`src/rtl/axi_atomics_arbiter_pkg.sv`:
```
// Shared types and width helpers for the two-master AXI4+ATOP arbiter.
package axi_atomics_arbiter_pkg;

  typedef logic src_t;

  localparam src_t SRC_M0 = 1'b0;
  localparam src_t SRC_M1 = 1'b1;

  function automatic int ext_id_width(input int id_width);
    return id_width + 1;
  endfunction

  function automatic int strb_width(input int data_width);
    return data_width / 8;
  endfunction

endpackage

```
`src/rtl/axi_atomics_arb_fifo.sv`:
```
// Small synchronous FIFO; here it remembers which master owns each pending W burst.
module axi_atomics_arb_fifo #(
  parameter int  DEPTH = 4,
  parameter type T     = logic
) (
  input  logic CLK,
  input  logic areset,
  input  logic push,
  input  T     push_data,
  input  logic pop,
  output logic full,
  output logic empty,
  output T     head
);

  localparam int PTR_W = (DEPTH > 1) ? $clog2(DEPTH) : 1;
  localparam int CNT_W = $clog2(DEPTH + 1);

  logic [PTR_W-1:0] wr_ptr_q, rd_ptr_q;
  logic [CNT_W-1:0] count_q;
  T                 mem_q [DEPTH];
  logic             push_ok, pop_ok;

  function automatic logic [PTR_W-1:0] next_ptr(input logic [PTR_W-1:0] p);
    return (p == PTR_W'(DEPTH - 1)) ? '0 : p + PTR_W'(1);
  endfunction

  assign full    = (count_q == CNT_W'(DEPTH));
  assign empty   = (count_q == '0);
  assign head    = mem_q[rd_ptr_q];
  assign push_ok = push && !full;
  assign pop_ok  = pop && !empty;

  // NOTE: sequential state uses non-blocking assignments so every flop samples pre-edge values.
  always_ff @(posedge CLK or posedge areset) begin
    if (areset) begin
      wr_ptr_q <= '0;
      rd_ptr_q <= '0;
      count_q  <= '0;
    end else begin
      if (push_ok) wr_ptr_q <= next_ptr(wr_ptr_q);
      if (pop_ok)  rd_ptr_q <= next_ptr(rd_ptr_q);
      if (push_ok && !pop_ok)      count_q <= count_q + CNT_W'(1);
      else if (pop_ok && !push_ok) count_q <= count_q - CNT_W'(1);
    end
  end

  // NOTE: storage is deliberately not reset; empty/full come from the reset count, so stale entries are never read.
  always_ff @(posedge CLK) begin
    if (push_ok) mem_q[wr_ptr_q] <= push_data;
  end

endmodule

```
`src/rtl/axi_atomics_arbiter.sv`:
```
// Two-master AXI4+ATOP arbiter in front of the atomics adapter; source bit prepended to AW/AR IDs.
module axi_atomics_arbiter
  import axi_atomics_arbiter_pkg::*;
#(
  parameter int AXI_ADDR_WIDTH     = 64,
  parameter int AXI_DATA_WIDTH     = 64,
  parameter int AXI_ID_WIDTH       = 4,
  parameter int AXI_USER_WIDTH     = 1,
  parameter int AXI_MAX_WRITE_TXNS = 4,
  localparam int XID_W  = ext_id_width(AXI_ID_WIDTH),
  localparam int STRB_W = strb_width(AXI_DATA_WIDTH)
) (
  input  logic CLK,
  input  logic areset,
  // requester ports: AW / W
  input  logic [AXI_ID_WIDTH-1:0]   s0_axi_awid, s1_axi_awid,
  input  logic [AXI_ADDR_WIDTH-1:0] s0_axi_awaddr, s1_axi_awaddr,
  input  logic [7:0]                s0_axi_awlen, s1_axi_awlen,
  input  logic [2:0]                s0_axi_awsize, s1_axi_awsize, s0_axi_awprot, s1_axi_awprot,
  input  logic [1:0]                s0_axi_awburst, s1_axi_awburst,
  input  logic                      s0_axi_awlock, s1_axi_awlock,
  input  logic [3:0]                s0_axi_awcache, s1_axi_awcache, s0_axi_awqos, s1_axi_awqos,
  input  logic [3:0]                s0_axi_awregion, s1_axi_awregion,
  input  logic [5:0]                s0_axi_awatop, s1_axi_awatop,
  input  logic [AXI_USER_WIDTH-1:0] s0_axi_awuser, s1_axi_awuser,
  input  logic                      s0_axi_awvalid, s1_axi_awvalid,
  output logic                      s0_axi_awready, s1_axi_awready,
  input  logic [AXI_DATA_WIDTH-1:0] s0_axi_wdata, s1_axi_wdata,
  input  logic [STRB_W-1:0]         s0_axi_wstrb, s1_axi_wstrb,
  input  logic                      s0_axi_wlast, s1_axi_wlast,
  input  logic [AXI_USER_WIDTH-1:0] s0_axi_wuser, s1_axi_wuser,
  input  logic                      s0_axi_wvalid, s1_axi_wvalid,
  output logic                      s0_axi_wready, s1_axi_wready,
  // requester ports: B
  output logic [AXI_ID_WIDTH-1:0]   s0_axi_bid, s1_axi_bid,
  output logic [1:0]                s0_axi_bresp, s1_axi_bresp,
  output logic [AXI_USER_WIDTH-1:0] s0_axi_buser, s1_axi_buser,
  output logic                      s0_axi_bvalid, s1_axi_bvalid,
  input  logic                      s0_axi_bready, s1_axi_bready,
  // requester ports: AR / R
  input  logic [AXI_ID_WIDTH-1:0]   s0_axi_arid, s1_axi_arid,
  input  logic [AXI_ADDR_WIDTH-1:0] s0_axi_araddr, s1_axi_araddr,
  input  logic [7:0]                s0_axi_arlen, s1_axi_arlen,
  input  logic [2:0]                s0_axi_arsize, s1_axi_arsize, s0_axi_arprot, s1_axi_arprot,
  input  logic [1:0]                s0_axi_arburst, s1_axi_arburst,
  input  logic                      s0_axi_arlock, s1_axi_arlock,
  input  logic [3:0]                s0_axi_arcache, s1_axi_arcache, s0_axi_arqos, s1_axi_arqos,
  input  logic [3:0]                s0_axi_arregion, s1_axi_arregion,
  input  logic [AXI_USER_WIDTH-1:0] s0_axi_aruser, s1_axi_aruser,
  input  logic                      s0_axi_arvalid, s1_axi_arvalid,
  output logic                      s0_axi_arready, s1_axi_arready,
  output logic [AXI_ID_WIDTH-1:0]   s0_axi_rid, s1_axi_rid,
  output logic [AXI_DATA_WIDTH-1:0] s0_axi_rdata, s1_axi_rdata,
  output logic [1:0]                s0_axi_rresp, s1_axi_rresp,
  output logic                      s0_axi_rlast, s1_axi_rlast,
  output logic [AXI_USER_WIDTH-1:0] s0_axi_ruser, s1_axi_ruser,
  output logic                      s0_axi_rvalid, s1_axi_rvalid,
  input  logic                      s0_axi_rready, s1_axi_rready,
  // adapter port
  output logic [XID_W-1:0]          m_axi_out_awid,
  output logic [AXI_ADDR_WIDTH-1:0] m_axi_out_awaddr,
  output logic [7:0]                m_axi_out_awlen,
  output logic [2:0]                m_axi_out_awsize, m_axi_out_awprot,
  output logic [1:0]                m_axi_out_awburst,
  output logic                      m_axi_out_awlock,
  output logic [3:0]                m_axi_out_awcache, m_axi_out_awqos, m_axi_out_awregion,
  output logic [5:0]                m_axi_out_awatop,
  output logic [AXI_USER_WIDTH-1:0] m_axi_out_awuser,
  output logic                      m_axi_out_awvalid,
  input  logic                      m_axi_out_awready,
  output logic [AXI_DATA_WIDTH-1:0] m_axi_out_wdata,
  output logic [STRB_W-1:0]         m_axi_out_wstrb,
  output logic                      m_axi_out_wlast,
  output logic [AXI_USER_WIDTH-1:0] m_axi_out_wuser,
  output logic                      m_axi_out_wvalid,
  input  logic                      m_axi_out_wready,
  input  logic [XID_W-1:0]          m_axi_out_bid,
  input  logic [1:0]                m_axi_out_bresp,
  input  logic [AXI_USER_WIDTH-1:0] m_axi_out_buser,
  input  logic                      m_axi_out_bvalid,
  output logic                      m_axi_out_bready,
  output logic [XID_W-1:0]          m_axi_out_arid,
  output logic [AXI_ADDR_WIDTH-1:0] m_axi_out_araddr,
  output logic [7:0]                m_axi_out_arlen,
  output logic [2:0]                m_axi_out_arsize, m_axi_out_arprot,
  output logic [1:0]                m_axi_out_arburst,
  output logic                      m_axi_out_arlock,
  output logic [3:0]                m_axi_out_arcache, m_axi_out_arqos, m_axi_out_arregion,
  output logic [AXI_USER_WIDTH-1:0] m_axi_out_aruser,
  output logic                      m_axi_out_arvalid,
  input  logic                      m_axi_out_arready,
  input  logic [XID_W-1:0]          m_axi_out_rid,
  input  logic [AXI_DATA_WIDTH-1:0] m_axi_out_rdata,
  input  logic [1:0]                m_axi_out_rresp,
  input  logic                      m_axi_out_rlast,
  input  logic [AXI_USER_WIDTH-1:0] m_axi_out_ruser,
  input  logic                      m_axi_out_rvalid,
  output logic                      m_axi_out_rready
);

  src_t aw_ptr_q, aw_lock_src_q, aw_gnt, ar_ptr_q, ar_lock_src_q, ar_gnt;
  logic aw_lock_q, ar_lock_q, aw_req, ar_req, aw_hs, ar_hs;
  logic w_full, w_empty, w_pop;
  src_t w_head;

  // A locked grant sticks to its source; otherwise the pointer's master wins, else the other one.
  // NOTE: every always_comb output gets a default first so no path can infer a latch.
  always_comb begin
    aw_gnt = aw_ptr_q;
    if (aw_lock_q)                                        aw_gnt = aw_lock_src_q;
    else if (!(aw_ptr_q ? s1_axi_awvalid : s0_axi_awvalid)) aw_gnt = ~aw_ptr_q;
    ar_gnt = ar_ptr_q;
    if (ar_lock_q)                                        ar_gnt = ar_lock_src_q;
    else if (!(ar_ptr_q ? s1_axi_arvalid : s0_axi_arvalid)) ar_gnt = ~ar_ptr_q;
  end

  assign aw_req = aw_gnt ? s1_axi_awvalid : s0_axi_awvalid;
  assign ar_req = ar_gnt ? s1_axi_arvalid : s0_axi_arvalid;

  assign m_axi_out_awvalid = aw_req && !w_full && !areset;
  assign m_axi_out_arvalid = ar_req && !areset;
  assign aw_hs             = m_axi_out_awvalid && m_axi_out_awready;
  assign ar_hs             = m_axi_out_arvalid && m_axi_out_arready;
  assign s0_axi_awready    = aw_hs && (aw_gnt == SRC_M0);
  assign s1_axi_awready    = aw_hs && (aw_gnt == SRC_M1);
  assign s0_axi_arready    = ar_hs && (ar_gnt == SRC_M0);
  assign s1_axi_arready    = ar_hs && (ar_gnt == SRC_M1);

  always_ff @(posedge CLK or posedge areset) begin
    if (areset) begin
      aw_ptr_q      <= SRC_M0;
      aw_lock_q     <= 1'b0;
      aw_lock_src_q <= SRC_M0;
      ar_ptr_q      <= SRC_M0;
      ar_lock_q     <= 1'b0;
      ar_lock_src_q <= SRC_M0;
    end else begin
      if (aw_hs) begin
        aw_ptr_q  <= ~aw_gnt;
        aw_lock_q <= 1'b0;
      end else if (m_axi_out_awvalid) begin
        aw_lock_q     <= 1'b1;
        aw_lock_src_q <= aw_gnt;
      end
      if (ar_hs) begin
        ar_ptr_q  <= ~ar_gnt;
        ar_lock_q <= 1'b0;
      end else if (m_axi_out_arvalid) begin
        ar_lock_q     <= 1'b1;
        ar_lock_src_q <= ar_gnt;
      end
    end
  end

  assign m_axi_out_awid     = {aw_gnt, aw_gnt ? s1_axi_awid : s0_axi_awid};
  assign m_axi_out_awaddr   = aw_gnt ? s1_axi_awaddr   : s0_axi_awaddr;
  assign m_axi_out_awlen    = aw_gnt ? s1_axi_awlen    : s0_axi_awlen;
  assign m_axi_out_awsize   = aw_gnt ? s1_axi_awsize   : s0_axi_awsize;
  assign m_axi_out_awburst  = aw_gnt ? s1_axi_awburst  : s0_axi_awburst;
  assign m_axi_out_awlock   = aw_gnt ? s1_axi_awlock   : s0_axi_awlock;
  assign m_axi_out_awcache  = aw_gnt ? s1_axi_awcache  : s0_axi_awcache;
  assign m_axi_out_awprot   = aw_gnt ? s1_axi_awprot   : s0_axi_awprot;
  assign m_axi_out_awqos    = aw_gnt ? s1_axi_awqos    : s0_axi_awqos;
  assign m_axi_out_awregion = aw_gnt ? s1_axi_awregion : s0_axi_awregion;
  assign m_axi_out_awatop   = aw_gnt ? s1_axi_awatop   : s0_axi_awatop;
  assign m_axi_out_awuser   = aw_gnt ? s1_axi_awuser   : s0_axi_awuser;

  assign m_axi_out_arid     = {ar_gnt, ar_gnt ? s1_axi_arid : s0_axi_arid};
  assign m_axi_out_araddr   = ar_gnt ? s1_axi_araddr   : s0_axi_araddr;
  assign m_axi_out_arlen    = ar_gnt ? s1_axi_arlen    : s0_axi_arlen;
  assign m_axi_out_arsize   = ar_gnt ? s1_axi_arsize   : s0_axi_arsize;
  assign m_axi_out_arburst  = ar_gnt ? s1_axi_arburst  : s0_axi_arburst;
  assign m_axi_out_arlock   = ar_gnt ? s1_axi_arlock   : s0_axi_arlock;
  assign m_axi_out_arcache  = ar_gnt ? s1_axi_arcache  : s0_axi_arcache;
  assign m_axi_out_arprot   = ar_gnt ? s1_axi_arprot   : s0_axi_arprot;
  assign m_axi_out_arqos    = ar_gnt ? s1_axi_arqos    : s0_axi_arqos;
  assign m_axi_out_arregion = ar_gnt ? s1_axi_arregion : s0_axi_arregion;
  assign m_axi_out_aruser   = ar_gnt ? s1_axi_aruser   : s0_axi_aruser;

  // W is steered by the oldest accepted AW; an AW pushed this cycle only opens W next cycle.
  axi_atomics_arb_fifo #(.DEPTH(AXI_MAX_WRITE_TXNS), .T(src_t)) u_w_order (
    .CLK      (CLK),
    .areset   (areset),
    .push     (aw_hs),
    .push_data(aw_gnt),
    .pop      (w_pop),
    .full     (w_full),
    .empty    (w_empty),
    .head     (w_head)
  );

  assign m_axi_out_wvalid = !w_empty && !areset && (w_head ? s1_axi_wvalid : s0_axi_wvalid);
  assign m_axi_out_wdata  = w_head ? s1_axi_wdata : s0_axi_wdata;
  assign m_axi_out_wstrb  = w_head ? s1_axi_wstrb : s0_axi_wstrb;
  assign m_axi_out_wlast  = w_head ? s1_axi_wlast : s0_axi_wlast;
  assign m_axi_out_wuser  = w_head ? s1_axi_wuser : s0_axi_wuser;
  assign s0_axi_wready    = !w_empty && !areset && (w_head == SRC_M0) && m_axi_out_wready;
  assign s1_axi_wready    = !w_empty && !areset && (w_head == SRC_M1) && m_axi_out_wready;
  assign w_pop            = m_axi_out_wvalid && m_axi_out_wready && m_axi_out_wlast;

  // Responses carry their destination in the ID MSB, so B and R routing is stateless.
  assign s0_axi_bvalid    = m_axi_out_bvalid && !m_axi_out_bid[AXI_ID_WIDTH] && !areset;
  assign s1_axi_bvalid    = m_axi_out_bvalid &&  m_axi_out_bid[AXI_ID_WIDTH] && !areset;
  assign m_axi_out_bready = !areset && (m_axi_out_bid[AXI_ID_WIDTH] ? s1_axi_bready : s0_axi_bready);
  assign s0_axi_bid       = m_axi_out_bid[AXI_ID_WIDTH-1:0];
  assign s1_axi_bid       = m_axi_out_bid[AXI_ID_WIDTH-1:0];
  assign s0_axi_bresp     = m_axi_out_bresp;
  assign s1_axi_bresp     = m_axi_out_bresp;
  assign s0_axi_buser     = m_axi_out_buser;
  assign s1_axi_buser     = m_axi_out_buser;

  assign s0_axi_rvalid    = m_axi_out_rvalid && !m_axi_out_rid[AXI_ID_WIDTH] && !areset;
  assign s1_axi_rvalid    = m_axi_out_rvalid &&  m_axi_out_rid[AXI_ID_WIDTH] && !areset;
  assign m_axi_out_rready = !areset && (m_axi_out_rid[AXI_ID_WIDTH] ? s1_axi_rready : s0_axi_rready);
  assign s0_axi_rid       = m_axi_out_rid[AXI_ID_WIDTH-1:0];
  assign s1_axi_rid       = m_axi_out_rid[AXI_ID_WIDTH-1:0];
  assign s0_axi_rdata     = m_axi_out_rdata;
  assign s1_axi_rdata     = m_axi_out_rdata;
  assign s0_axi_rresp     = m_axi_out_rresp;
  assign s1_axi_rresp     = m_axi_out_rresp;
  assign s0_axi_rlast     = m_axi_out_rlast;
  assign s1_axi_rlast     = m_axi_out_rlast;
  assign s0_axi_ruser     = m_axi_out_ruser;
  assign s1_axi_ruser     = m_axi_out_ruser;

endmodule

```
`config.mk`:
```
export PLATFORM = sky130hd
export DESIGN_NAME = axi_atomics_arbiter
export DESIGN_NICKNAME = d
export VERILOG_FILES = /design/src/rtl/axi_atomics_arbiter_pkg.sv /design/src/rtl/axi_atomics_arb_fifo.sv /design/src/rtl/axi_atomics_arbiter.sv
export SDC_FILE = /design/constraint.sdc
export NUM_CORES = 1
export LEC_CHECK = 0
export ABC_AREA = 1
export CAP_MARGIN = 20
export CORE_AREA = 2 2 424 426
export DETAILED_ROUTE_END_ITERATION = 16
export DIE_AREA = 0 0 426 428
export PLACE_DENSITY = 0.3
export SKIP_LAST_GASP = 1
export SYNTH_ARGS = -nofsm -noshare
export SYNTH_HDL_FRONTEND = slang
export SYNTH_SLANG_ARGS = --single-unit
```
`constraint.sdc`:
```
create_clock -name CLK -period 3.9 [get_ports CLK]
set_input_delay 0.78 -clock CLK [delete_from_list [all_inputs] [get_ports CLK]]
set_output_delay 0.78 -clock CLK [all_outputs]
set_load 0.01 [all_outputs]
```
==> Word-level counts from Yosys, hierarchy flattened <==
Memories as Yosys holds them, arrays and structs flattened.
Index checks and enable logic that the tools add are counted.
{ "word_totals": {"regBits": 13, "ram_bits": 4, "input_bits": 650, "out_inout_bits": 451, "elab_cells": 116, "memories": 1} }
{ "memory_table": {"columns": ["name", "depth", "word_bits", "read_ports", "rd_clocked_by_memory_dff", "wr", "line", "rtl"], "rows": [
  ["u_w_order.mem_q", 4, 1, 1, 0, 1, "axi_atomics_arb_fifo.sv:21", "T mem_q [DEPTH];"]
]} }
{ "classes": {"add_sub_neg": 4, "eq_ne": 3, "n_mux": 48, "bitwise_logic": 7, "n_reduce_logical": 44} }
{ "ops": {"columns": ["cell", "count"], "rows": [
  ["$mux 64", 3],
  ["$mux 4", 8],
  ["$logic_and 1x1->1", 31],
  ["$mux 8", 3],
  ["$mux 1", 23],
  ["$mux 3", 6],
  ["$mux 2", 4],
  ["$logic_not 1->1", 7],
  ["$not 1->1", 7],
  ["$mux 6", 1],
  ["$reduce_bool 2->1", 3],
  ["$add 2x1->2 const B", 2],
  ["$eq 2x2->1 const B", 2],
  ["$reduce_and 2->1", 2],
  ["$add 3x1->3 const B", 1],
  ["$eq 3x3->1 const B", 1],
  ["$logic_not 3->1", 1],
  ["$sub 3x1->3 const B", 1]
]} }

==> Longest topological paths before layout <==
Gate-level depths: netlist of the first run.
{ "logic_depth": {"ltp_word": 12, "mapped_depth": 15, "ltp_nobuf": 14} }

==> Hierarchy <==
Synthesis of the first run repeated with hierarchy kept, for this count alone.
{ "hier_totals": {"hier_cells": 1218, "area_unflattened_um2": 5845.6} }
{ "modules_own_cells": {"columns": ["mod", "n_inst", "cells_per_inst", "area_per_inst_um2", "seq_area_each_um2"], "rows": [
  ["axi_atomics_arbiter", 1, 1145, 5203.7, 150.1],
  ["axi_atomics_arb_fifo", 1, 73, 641.9, 295.3]
]} }

==> Worst setup path before layout of the first run <==
No wires, ideal clock.
{ "synth_timing": {"kind": "input to register", "from": "input areset", "to": "register u_w_order.count_q[1]", "setup_time_ps": 125, "arrival_ps": 2498, "t_required_ps": 3775, "setup_slack_ps": 1277, "path_stages": 9, "path_buffers": 1, "path_cell_list": "buf_6 a21oi_1 nand4_1 nand2_4 nand2_2 ha_1 inv_1 fa_1 mux2_2"} }
{ "synth_between": {"elab_chain_cells": 9, "elab_cells_between_ends": 15, "classes_between": "1 x mux; 14 x reduce/logical"} }
{ "synth_rtl": {"columns": ["element", "line", "rtl"], "rows": [
  ["from (decl)", "axi_atomics_arbiter.sv:14", "input logic areset,"],
  ["$logic_not 1->1 (no line) (*)", null, null],
  ["$logic_and 1x1->1 (*) (2 in a row)", "axi_atomics_arbiter.sv:192", "assign m_axi_out_wvalid = !w_empty && !areset && (w_head ? s1_axi_wvalid : s0_axi_wvalid);"],
  ["named net m_axi_out_wvalid", "axi_atomics_arbiter.sv:75", "output logic m_axi_out_wvalid,"],
  ["$logic_and 1x1->1 (*) (2 in a row)", "axi_atomics_arbiter.sv:199", "assign w_pop = m_axi_out_wvalid && m_axi_out_wready && m_axi_out_wlast;"],
  ["$logic_and 1x1->1 (*)", "axi_atomics_arb_fifo.sv:32", "assign pop_ok = pop && !empty;"],
  ["$logic_not 1->1", "axi_atomics_arb_fifo.sv:43", "if (push_ok && !pop_ok) count_q <= count_q + CNT_W'(1);"],
  ["$logic_and 1x1->1", "axi_atomics_arb_fifo.sv:43", null],
  ["$mux 3 / $reduce_bool 2->1 (equally long branches)", null, null],
  ["to (signal assigned)", "axi_atomics_arb_fifo.sv:43", null],
  ["to (signal assigned)", "axi_atomics_arb_fifo.sv:44", "else if (pop_ok && !push_ok) count_q <= count_q - CNT_W'(1);"],
  ["to (decl)", "axi_atomics_arb_fifo.sv:20", "logic [CNT_W-1:0] count_q;"]
]} }
Mark *: on every way through the listed nets, which the timed path passes. The rest lies on a longest branch.
A chain may end at the register's enable or synchronous reset.

==> Worst setup path in the final report of the first run <==
{ "layout_timing": {"from": "input s1_axi_awvalid", "to": "output m_axi_out_awlen[1]"} }
{ "layout_between": {"elab_chain_cells": 4} }
{ "layout_rtl": {"columns": ["element", "line", "rtl"], "rows": [
  ["from (decl)", "axi_atomics_arbiter.sv:26", "input logic s0_axi_awvalid, s1_axi_awvalid,"],
  ["$mux 1 (2 in a row)", "axi_atomics_arbiter.sv:111", "else if (!(aw_ptr_q ? s1_axi_awvalid : s0_axi_awvalid)) aw_gnt = ~aw_ptr_q;"],
  ["$mux 1", "axi_atomics_arbiter.sv:110", "if (aw_lock_q) aw_gnt = aw_lock_src_q;"],
  ["$mux 8", "axi_atomics_arbiter.sv:157", "assign m_axi_out_awlen = aw_gnt ? s1_axi_awlen : s0_axi_awlen;"],
  ["to (decl)", "axi_atomics_arbiter.sv:62", "output logic [7:0] m_axi_out_awlen,"]
]} }
No other way between the ends.

==> run_summary.xml, run 1 <==
<?xml version="1.0" encoding="UTF-8"?>
<metrics>
  <group name="critical_path">
    <metric name="crit_fanout" unit="">53</metric>
    <metric name="cp.buffers_inverters" unit="">3</metric>
    <metric name="cp_data_required_time" unit="ns">3.12</metric>
    <metric name="crit_family" unit="">buffers and inverters</metric>
    <metric name="crit_arrival" unit="ns">2.94</metric>
    <metric name="reg2reg_from" unit="">aw_ptr_q</metric>
    <metric name="startpoint_type" unit="">primary input</metric>
    <metric name="path_common_cell" unit="">sky130_fd_sc_hd__nand2_1</metric>
    <metric name="cell_by_cell_trace_of_the_critical_path" unit="">clkdlybuf4s50_1, nand2_1, nand3_1, nand2_4, buf_12, nand2_1, nand2_1, clkdlybuf4s50_1</metric>
    <metric name="critical_path.endpoint_type" unit="">output port</metric>
    <metric name="cp-startpoint" unit="">s1_axi_awvalid</metric>
    <metric name="critical_path.max_stage_delay" unit="ns">0.57</metric>
    <metric name="timing.setup.critical_path_class" unit="">primary input to output port</metric>
    <metric name="slowest_stage" unit="">sky130_fd_sc_hd__clkdlybuf4s50_1</metric>
  </group>
  <group name="place">
    <metric name="detailed_place_hpwl" unit="um">98800</metric>
    <metric name="post-place-cells" unit="">4083</metric>
    <metric name="number_of_port_buffers" unit="">863</metric>
    <metric name="dpl_worst_slack" unit="ns">0.0279</metric>
    <metric name="detailed_place.area" unit="um2">16500</metric>
    <metric name="place_congestion" unit="">0.877</metric>
  </group>
  <group name="drt">
    <metric name="wl_per_cell" unit="um">25.8</metric>
    <metric name="detailedRoute.firstIterationViolations" unit="">510</metric>
    <metric name="drt_first_pass_iters" unit="">5</metric>
    <metric name="vias_per_cell" unit="">2.33</metric>
    <metric name="routed_wl" unit="um">105000</metric>
    <metric name="drc" unit="">0</metric>
    <metric name="vias" unit="">9538</metric>
    <metric name="antenna_left" unit="">0</metric>
  </group>
  <group name="power">
    <metric name="internal-power" unit="mW">4.99</metric>
    <metric name="p_sw" unit="mW">5.27</metric>
    <metric name="finalPower" unit="mW">10.3</metric>
    <metric name="power_frac_seq" unit="%">3.2</metric>
    <metric name="power.share.combinational" unit="%">94.7</metric>
    <metric name="power.clock.fraction" unit="%">2.0</metric>
    <metric name="power_per_cell_area" unit="nW/um2">618</metric>
    <metric name="ir_worst_vdd" unit="uV">233</metric>
    <metric name="p_leak" unit="nW">6.56</metric>
    <metric name="p_sw_share" unit="%">51.4</metric>
  </group>
  <group name="die">
    <metric name="floorplan.initialDensity" unit="%">3.31</metric>
    <metric name="design.die.area" unit="um2">182000</metric>
    <metric name="boundaryPins" unit="">1101</metric>
    <metric name="rows" unit="">155</metric>
    <metric name="floorplan.die.height" unit="um">428</metric>
    <metric name="die_x" unit="um">426</metric>
    <metric name="core_area" unit="um2">178000</metric>
  </group>
  <group name="synth">
    <metric name="synth_area_leaders" unit="">sky130_fd_sc_hd__nand2_1 42%, sky130_fd_sc_hd__buf_4 21%, sky130_fd_sc_hd__mux2_2 8.8%</metric>
    <metric name="syn-cell-area" unit="um2">5880</metric>
    <metric name="synth-edff-count" unit="">4</metric>
    <metric name="yosysWarnings" unit="">0</metric>
    <metric name="synth_async_sr_flop_share" unit="%">76.5</metric>
    <metric name="leading_register_cell_type_out_of_synthesis" unit="">sky130_fd_sc_hd__dfrtp_1</metric>
    <metric name="synth.yosys.seq_area_share" unit="%">7.58</metric>
    <metric name="post_synth_num_cell_types" unit="">32</metric>
    <metric name="ys_seq_elements" unit="">17</metric>
    <metric name="synth_largest_area_cell" unit="">sky130_fd_sc_hd__nand2_1</metric>
    <metric name="synthMostInstantiatedCell" unit="">sky130_fd_sc_hd__nand2_1</metric>
    <metric name="synth_cells" unit="">1048</metric>
    <metric name="netlist.area_leader.share" unit="%">41.6</metric>
    <metric name="leading_cell_types_by_count_after_synthesis" unit="">651 x sky130_fd_sc_hd__nand2_1, 167 x sky130_fd_sc_hd__buf_4, 46 x sky130_fd_sc_hd__mux2_2, 33 x sky130_fd_sc_hd__inv_1, 28 x sky130_fd_sc_hd__mux2_4</metric>
    <metric name="post_synth.cell_area_avg" unit="um2">5.61</metric>
    <metric name="postSynthNetCount" unit="">1705</metric>
  </group>
  <group name="timing">
    <metric name="report.final.slew_viol_count" unit="">0</metric>
    <metric name="rsz_0062_raised_after_global_routing" unit="">no</metric>
    <metric name="finalCriticalPeriod" unit="ns">3.72</metric>
    <metric name="finalSetupTns" unit="ns">0</metric>
    <metric name="fin_worst_skew" unit="ns">0.00362</metric>
    <metric name="slew_headroom" unit="%">64.8</metric>
    <metric name="finalSetupViolations" unit="">0</metric>
    <metric name="worstMarginPinSlew" unit="ns">0.524</metric>
    <metric name="setup_ws" unit="ns">0.176</metric>
    <metric name="finalHoldViolCount" unit="">0</metric>
    <metric name="post-route-period-util" unit="%">95.5</metric>
    <metric name="clock.fmax" unit="GHz">0.269</metric>
  </group>
  <group name="finish">
    <metric name="syn_to_final_growth" unit="%">182</metric>
    <metric name="share_of_post_route_cells_with_drive_strength_above_1" unit="%">9.53</metric>
    <metric name="final_cell_count_no_fill" unit="">4091</metric>
    <metric name="finalInstanceArea" unit="um2">16600</metric>
    <metric name="layout.nets" unit="">2390</metric>
  </group>
  <group name="grt">
    <metric name="grt_max_degree" unit="">54</metric>
    <metric name="residual_overflow_from_global_routing" unit="">0</metric>
    <metric name="grt_pass1_vias" unit="">9336</metric>
    <metric name="antenna_violations_before_repair" unit="">85</metric>
    <metric name="grt_first_pass_wirelength" unit="um">125000</metric>
    <metric name="globalRouteTotalUtil" unit="%">11.0</metric>
  </group>
  <group name="job">
    <metric name="max_cap_viol_count" unit="">0</metric>
  </group>
  <group name="cts">
    <metric name="clock_latency" unit="ns">0.25</metric>
    <metric name="cts.sinks" unit="">17</metric>
    <metric name="clk_transition_reported_paths" unit="ns">0.05</metric>
    <metric name="cts.root.buffer_cell" unit="">sky130_fd_sc_hd__clkbuf_16</metric>
    <metric name="tritoncts" unit="">yes</metric>
    <metric name="cts_hold_buf" unit="">0</metric>
    <metric name="cts-root-to-sink-buffers" unit="">2</metric>
    <metric name="cts.htree.levels" unit="">1</metric>
    <metric name="cts-buffers-inserted" unit="">3</metric>
  </group>
  <group name="min_path">
    <metric name="min_path_type" unit="">flip-flop to flip-flop</metric>
    <metric name="beginning_of_the_worst_hold_path" unit="">ar_lock_src_q</metric>
  </group>
  <group name="status">
    <metric name="status" unit="">finished, final reports clean</metric>
  </group>
</metrics>
-- placed cells by master (no fill, tap or decap) --
cell type / count
sky130_fd_sc_hd__clkinv_2: 1
sky130_fd_sc_hd__nor3_1: 4
sky130_fd_sc_hd__nand2_2: 4
sky130_fd_sc_hd__o21ai_0: 2
sky130_fd_sc_hd__dfrtp_1: 13
sky130_fd_sc_hd__nor2_1: 10
sky130_fd_sc_hd__nand4_1: 5
sky130_fd_sc_hd__nor2_2: 2
sky130_fd_sc_hd__diode_2: 4
sky130_fd_sc_hd__inv_1: 33
sky130_fd_sc_hd__buf_6: 1
sky130_fd_sc_hd__clkdlybuf4s50_1: 820
sky130_fd_sc_hd__fa_1: 1
sky130_fd_sc_hd__mux2_4: 28
sky130_fd_sc_hd__mux2_2: 46
sky130_fd_sc_hd__xnor2_1: 1
sky130_fd_sc_hd__clkbuf_16: 3
sky130_fd_sc_hd__nand2_1: 648
sky130_fd_sc_hd__inv_4: 1
sky130_fd_sc_hd__a21oi_1: 5
sky130_fd_sc_hd__nand3_2: 2
sky130_fd_sc_hd__or2_0: 1
sky130_fd_sc_hd__nand2_4: 5
sky130_fd_sc_hd__nand3_4: 1
sky130_fd_sc_hd__xor2_1: 1
sky130_fd_sc_hd__edfxtp_1: 4
sky130_fd_sc_hd__o21ai_1: 1
sky130_fd_sc_hd__buf_4: 38
sky130_fd_sc_hd__ha_1: 6
sky130_fd_sc_hd__nor3b_1: 1
sky130_fd_sc_hd__nand3_1: 10
sky130_fd_sc_hd__or2_1: 1
sky130_fd_sc_hd__buf_12: 33
-- logic make-up (layout without fill, tap and decap cells) --
family | Yosys count | after routing | synth area share (%)
AO/OA/AOI/OAI | 8 | 8 | 0.681
XOR/XNOR | 2 | 2 | 0.298
adder cells (fa/ha/maj) | 7 | 7 | 1.62
buffers and inverters | 246 | 930 | 27.9
flip-flops | 17 | 17 | 7.58
multiplexers | 74 | 74 | 16.0
other | 0 | 4 | 0
AND/OR/NAND/NOR | 694 | 694 | 45.9
-- stage by stage --
stage | hold slack [ns] | utilization [%]
after global placement | 0.461 | 9.29
after CTS | 0.470 | 9.33
final | 0.462 | 9.34
after global routing | 0.502 | 9.34
after floorplan | 0.435 | -
after detailed placement | 0.456 | 9.29
-- worst register-to-register path: stages (launching register included) --
cell	delay (ns)
sky130_fd_sc_hd__dfrtp_1	0.52
sky130_fd_sc_hd__nand2_1	0.18
sky130_fd_sc_hd__nand3_1	0.21
sky130_fd_sc_hd__nand2_4	0.09
sky130_fd_sc_hd__buf_12	0.18
sky130_fd_sc_hd__nand2_1	0.24
sky130_fd_sc_hd__nand3_1	0.16
sky130_fd_sc_hd__nor2_2	0.23
sky130_fd_sc_hd__ha_1	0.19
sky130_fd_sc_hd__inv_1	0.06
sky130_fd_sc_hd__fa_1	0.37
sky130_fd_sc_hd__a21oi_1	0.14
sky130_fd_sc_hd__o21ai_0	0.11
sky130_fd_sc_hd__xor2_1	0.15
-- final cells by class --
cell class,count,area [um2]
timing repair buffer,892,9170
sequential,17,445
inverter,34,130
antenna,4,10.0
multi-input combinational,785,3810
clock inverter,1,5.00
tap,2355,2950
clock buffer,3,75.1
fill,20912,161000
-- registers in the layout (all words and copies together), names as in the netlist --
register            flops
ar_ptr_q                1
u_w_order.rd_ptr_q      2
aw_ptr_q                1
u_w_order.mem_q         4
aw_lock_q               1
aw_lock_src_q           1
u_w_order.count_q       3
u_w_order.wr_ptr_q      2
ar_lock_q               1
ar_lock_src_q           1
-- power by group through the flow --
stage	Sequential (mW)	Clock (mW)	Combinational [mW]
after detailed placement	0.334	0	10.0
after floorplan	0.308	0	3.93
after CTS	0.332	0.219	10.1
final	0.330	0.210	9.72
after global routing	0.342	0.228	10.4
after global placement	0.335	0	10.1
-- timing repair --
action,CTS,global route
setup endpoints to repair,0,2
resized for setup,0,2
buffers inserted,0,0
-- worst paths after layout --
kind	endpoint	slack (ns)	cells after the start
worst max-delay path	m_axi_out_awlen[1]	0.18	8
worst min-delay path	ar_lock_src_q	0.46	2
worst max register to register	u_w_order.count_q[2]	0.96	13
worst min register to register	ar_lock_src_q	0.46	2
max in group asynchronous	u_w_order.rd_ptr_q[0]	2.35	4
min in group asynchronous	ar_lock_q	1.10	3
-- metal layers --
metal	vias up	GRT usage, %	part of all wire [%]
met4	82	1.04	1.3
met5	-	1.46	0.66
met2	661	19.0	48
met3	184	7.44	16
met1	4217	11.1	34
li1	4394	-	-
Note: power is estimated with default switching activity, not from simulation.
==> run 2: changes to the inputs <==
- CORE_AREA: 2 2 424 426 -> 2 2 423 425
- DIE_AREA: 0 0 426 428 -> 0 0 425 427
- SKIP_LAST_GASP: 1 -> not set
- SYNTH_HIERARCHICAL: not set -> 1
==> run 2 against run 1 <==
  * Die area down 0.47%
  * Final cell count up 4.1%
  * Count of clock-buffer cells in the layout unchanged
  * Via count up 9.8%
  * Clock power up 20%
  * Global-route usage up 0.31 points
  * Utilization about the same
==> run_summary.xml, run 2 <==
<?xml version="1.0" encoding="UTF-8"?>
<metrics>
  <group name="status">
    <metric name="status" unit="">finished, final reports clean</metric>
  </group>
  <group name="cts">
    <metric name="tritoncts" unit="">yes</metric>
    <metric name="ctsResizeCount" unit="">0</metric>
    <metric name="clock_latency" unit="ns">0.29</metric>
    <metric name="cts.root.buffer_cell" unit="">sky130_fd_sc_hd__clkbuf_16</metric>
    <metric name="cts_hold_buf" unit="">0</metric>
    <metric name="clk_transition_reported_paths" unit="ns">0.08</metric>
    <metric name="cts-buffers-inserted" unit="">3</metric>
    <metric name="cts-root-to-sink-buffers" unit="">2</metric>
    <metric name="cts.sinks" unit="">17</metric>
    <metric name="cts.htree.levels" unit="">1</metric>
    <metric name="post_cts.repair.setup_buffers" unit="">0</metric>
  </group>
  <group name="die">
    <metric name="boundaryPins" unit="">1101</metric>
    <metric name="design.die.area" unit="um2">181000</metric>
    <metric name="floorplan.initialDensity" unit="%">3.30</metric>
    <metric name="floorplan.die.height" unit="um">427</metric>
    <metric name="die_x" unit="um">425</metric>
    <metric name="rows" unit="">155</metric>
    <metric name="core_area" unit="um2">177000</metric>
  </group>
  <group name="synth">
    <metric name="leading_cell_types_by_count_after_synthesis" unit="">870 x sky130_fd_sc_hd__nand2_1, 174 x sky130_fd_sc_hd__buf_4, 39 x sky130_fd_sc_hd__inv_1, 27 x sky130_fd_sc_hd__buf_2, 16 x sky130_fd_sc_hd__nand3_1</metric>
    <metric name="post_synth_num_cell_types" unit="">27</metric>
    <metric name="synth.yosys.seq_area_share" unit="%">7.62</metric>
    <metric name="netlist.area_leader.share" unit="%">55.9</metric>
    <metric name="leading_register_cell_type_out_of_synthesis" unit="">sky130_fd_sc_hd__dfrtp_1</metric>
    <metric name="synthMostInstantiatedCell" unit="">sky130_fd_sc_hd__nand2_1</metric>
    <metric name="yosysWarnings" unit="">6</metric>
    <metric name="synth_area_leaders" unit="">sky130_fd_sc_hd__nand2_1 56%, sky130_fd_sc_hd__buf_4 22%, sky130_fd_sc_hd__dfrtp_1 5.6%</metric>
    <metric name="post_synth.cell_area_avg" unit="um2">4.80</metric>
    <metric name="synth-edff-count" unit="">4</metric>
    <metric name="ys_seq_elements" unit="">17</metric>
    <metric name="synth_async_sr_flop_share" unit="%">76.5</metric>
    <metric name="postSynthNetCount" unit="">1875</metric>
    <metric name="synth_cells" unit="">1218</metric>
    <metric name="synth_largest_area_cell" unit="">sky130_fd_sc_hd__nand2_1</metric>
    <metric name="syn-cell-area" unit="um2">5850</metric>
  </group>
  <group name="place">
    <metric name="place_congestion" unit="">0.913</metric>
    <metric name="detailed_place_hpwl" unit="um">102000</metric>
    <metric name="dpl_worst_slack" unit="ns">0.0506</metric>
    <metric name="number_of_port_buffers" unit="">863</metric>
  </group>
  <group name="drt">
    <metric name="wl_per_cell" unit="um">25.7</metric>
    <metric name="drc" unit="">0</metric>
    <metric name="detailedRoute.firstIterationViolations" unit="">572</metric>
    <metric name="routed_wl" unit="um">109000</metric>
    <metric name="vias" unit="">10475</metric>
    <metric name="drt_first_pass_iters" unit="">5</metric>
    <metric name="vias_per_cell" unit="">2.46</metric>
    <metric name="antenna_left" unit="">0</metric>
  </group>
  <group name="critical_path">
    <metric name="r2r_cells" unit="">15</metric>
    <metric name="timing.setup.critical_path_class" unit="">primary input to output port</metric>
    <metric name="register_to_register_setup_slack" unit="ns">0.85</metric>
    <metric name="cp-startpoint" unit="">s0_axi_arvalid</metric>
    <metric name="crit_arrival" unit="ns">3.00</metric>
    <metric name="path_common_cell" unit="">sky130_fd_sc_hd__nand2_1</metric>
    <metric name="crit_fanout" unit="">42</metric>
    <metric name="cp_data_required_time" unit="ns">3.12</metric>
    <metric name="rr_endpoint" unit="">u_w_order/count_q[1]</metric>
    <metric name="startpoint_type" unit="">primary input</metric>
    <metric name="slowest_stage" unit="">sky130_fd_sc_hd__clkdlybuf4s50_1</metric>
    <metric name="reg2reg_from" unit="">u_w_order/rd_ptr_q[0]</metric>
    <metric name="critical_path.max_stage_delay" unit="ns">0.58</metric>
    <metric name="critical_path.endpoint_type" unit="">output port</metric>
    <metric name="cp-endpoint" unit="">m_axi_out_araddr[0]</metric>
    <metric name="cell_by_cell_trace_of_the_critical_path" unit="">clkdlybuf4s50_1, inv_1, nand2_1, nand3_1, nand2_4, buf_4, nand2_1, nand2_1, clkdlybuf4s50_1</metric>
  </group>
  <group name="grt">
    <metric name="antenna_violations_before_repair" unit="">94</metric>
    <metric name="grt_pass1_vias" unit="">10123</metric>
    <metric name="residual_overflow_from_global_routing" unit="">0</metric>
    <metric name="grt_max_degree" unit="">77</metric>
    <metric name="grt_first_pass_wirelength" unit="um">128000</metric>
    <metric name="globalRouteTotalUtil" unit="%">11.3</metric>
  </group>
  <group name="finish">
    <metric name="largest_registers" unit="">u_w_order/mem_q: 4 flops, u_w_order/count_q: 3 flops</metric>
    <metric name="registers.top_by_ff_count" unit="">u_w_order/mem_q</metric>
    <metric name="layout.nets" unit="">2552</metric>
    <metric name="largest_register_ffs" unit="">4</metric>
    <metric name="final_cell_utilization_of_the_core" unit="%">9.36</metric>
    <metric name="share_of_post_route_cells_with_drive_strength_above_1" unit="%">6.44</metric>
    <metric name="most_used_cells_in_the_layout_excluding_fill_and_tap_cells" unit="">867 x sky130_fd_sc_hd__nand2_1, 788 x sky130_fd_sc_hd__clkdlybuf4s50_1, 61 x sky130_fd_sc_hd__buf_4</metric>
    <metric name="layout_commonest_cell" unit="">sky130_fd_sc_hd__nand2_1</metric>
    <metric name="syn_to_final_growth" unit="%">184</metric>
  </group>
  <group name="timing">
    <metric name="fin_worst_skew" unit="ns">0.0160</metric>
    <metric name="finalSetupTns" unit="ns">0</metric>
    <metric name="worstMarginPinSlew" unit="ns">0.543</metric>
    <metric name="clock.fmax" unit="GHz">0.264</metric>
    <metric name="slew_headroom" unit="%">63.5</metric>
    <metric name="finalSetupViolations" unit="">0</metric>
    <metric name="post-route-period-util" unit="%">97.0</metric>
    <metric name="report.final.slew_viol_count" unit="">0</metric>
    <metric name="finalHoldViolCount" unit="">0</metric>
    <metric name="finalCriticalPeriod" unit="ns">3.78</metric>
    <metric name="setup_ws" unit="ns">0.116</metric>
    <metric name="rsz_0062_raised_after_global_routing" unit="">no</metric>
  </group>
  <group name="power">
    <metric name="finalPower" unit="mW">11.4</metric>
    <metric name="power_per_cell_area" unit="nW/um2">689</metric>
    <metric name="ir_worst_vdd" unit="uV">405</metric>
    <metric name="p_leak" unit="nW">6.94</metric>
  </group>
  <group name="min_path">
    <metric name="min_path_type" unit="">flip-flop to flip-flop</metric>
  </group>
  <group name="job">
    <metric name="max_cap_viol_count" unit="">0</metric>
  </group>
</metrics>
-- run 2: cell count changes after synthesis, sizes merged, moves of 2 or more --
| cell | delta |
|---|---|
| nand2 | +216 |
| mux2 | -74 |
| buf | +19 |
| clkbuf | -10 |
| inv | +8 |
| nand3 | +5 |
| a21oi | -3 |
| nor2 | +3 |
| nor4 | +2 |
| o21ai | +2 |
| or2 | +2 |
-- run 2: worst min path at each step --
stage	startpoint	to	depth (start not counted)
6_report	ar_lock_src_q	ar_lock_src_q	2
5_1_grt	u_w_order/count_q[2]	u_w_order/count_q[2]	2
4_1_cts	ar_lock_src_q	ar_lock_src_q	2
3_5_place_dp	aw_lock_src_q	aw_lock_src_q	2
3_3_place_gp	ar_lock_src_q	ar_lock_src_q	2
2_1_floorplan	ar_lock_src_q	ar_lock_src_q	2
-- run 2: cell families after synthesis --
group           count (synthesis)  synth area share (%)
simple gates                  922                  60.6
flops                          17                  7.62
buf+inv                       263                  29.3
xor+xnor                        1                 0.150
fa+ha+maj                       7                  1.63
compound gates                  8                 0.728
-- run 2: report_power, final --
group          switching (mW)  total, mW  internal, mW
Sequential             0.0669      0.327         0.260
Combinational            6.18       10.9          4.69
Clock                   0.111      0.251         0.140
Total                    6.35       11.4          5.09
-- run 2: final cells by class --
type | count | area, um2
Multi-Input combinational cell | 938 | 3720
Timing Repair Buffer | 893 | 9220
Inverter | 42 | 161
Antenna cell | 10 | 25.0
Fill cell | 20858 | 161000
Tap cell | 2355 | 2950
Clock buffer | 3 | 75.1
Clock inverter | 1 | 7.51
Sequential cell | 17 | 445
-- run 2: metal layers --
metal | track usage, % | part of all wire (%)
met5 | 2.06 | 0.93
met4 | 1.62 | 1.9
met3 | 10.0 | 19
met2 | 18.1 | 45
met1 | 10.9 | 33
-- run 2: critical path, delay by kind of cell --
family	cells	cell delay (ns)
buffers and inverters	4	1.60
AND/OR/NAND/NOR	5	0.59
-- run 2: stage by stage --
stage / instances / hold WS, ns / cell area, um2
after floorplan: 1218 / 0.463 / 5850
after global placement: 4245 / 0.503 / 16500
after detailed placement: 4245 / 0.498 / 16500
after CTS: 4249 / 0.524 / 16600
after global routing: 4252 / 0.550 / 16600
final: 4259 / 0.519 / 16600
==> run 3: changes to the inputs <==
- CAP_MARGIN: 20 -> not set
- CTS_CLUSTER_SIZE: not set -> 30
- TNS_END_PERCENT: not set -> 20
==> results of run 3 <==
Same layout as run 2: the final DEF is identical, and so are final timing and power.
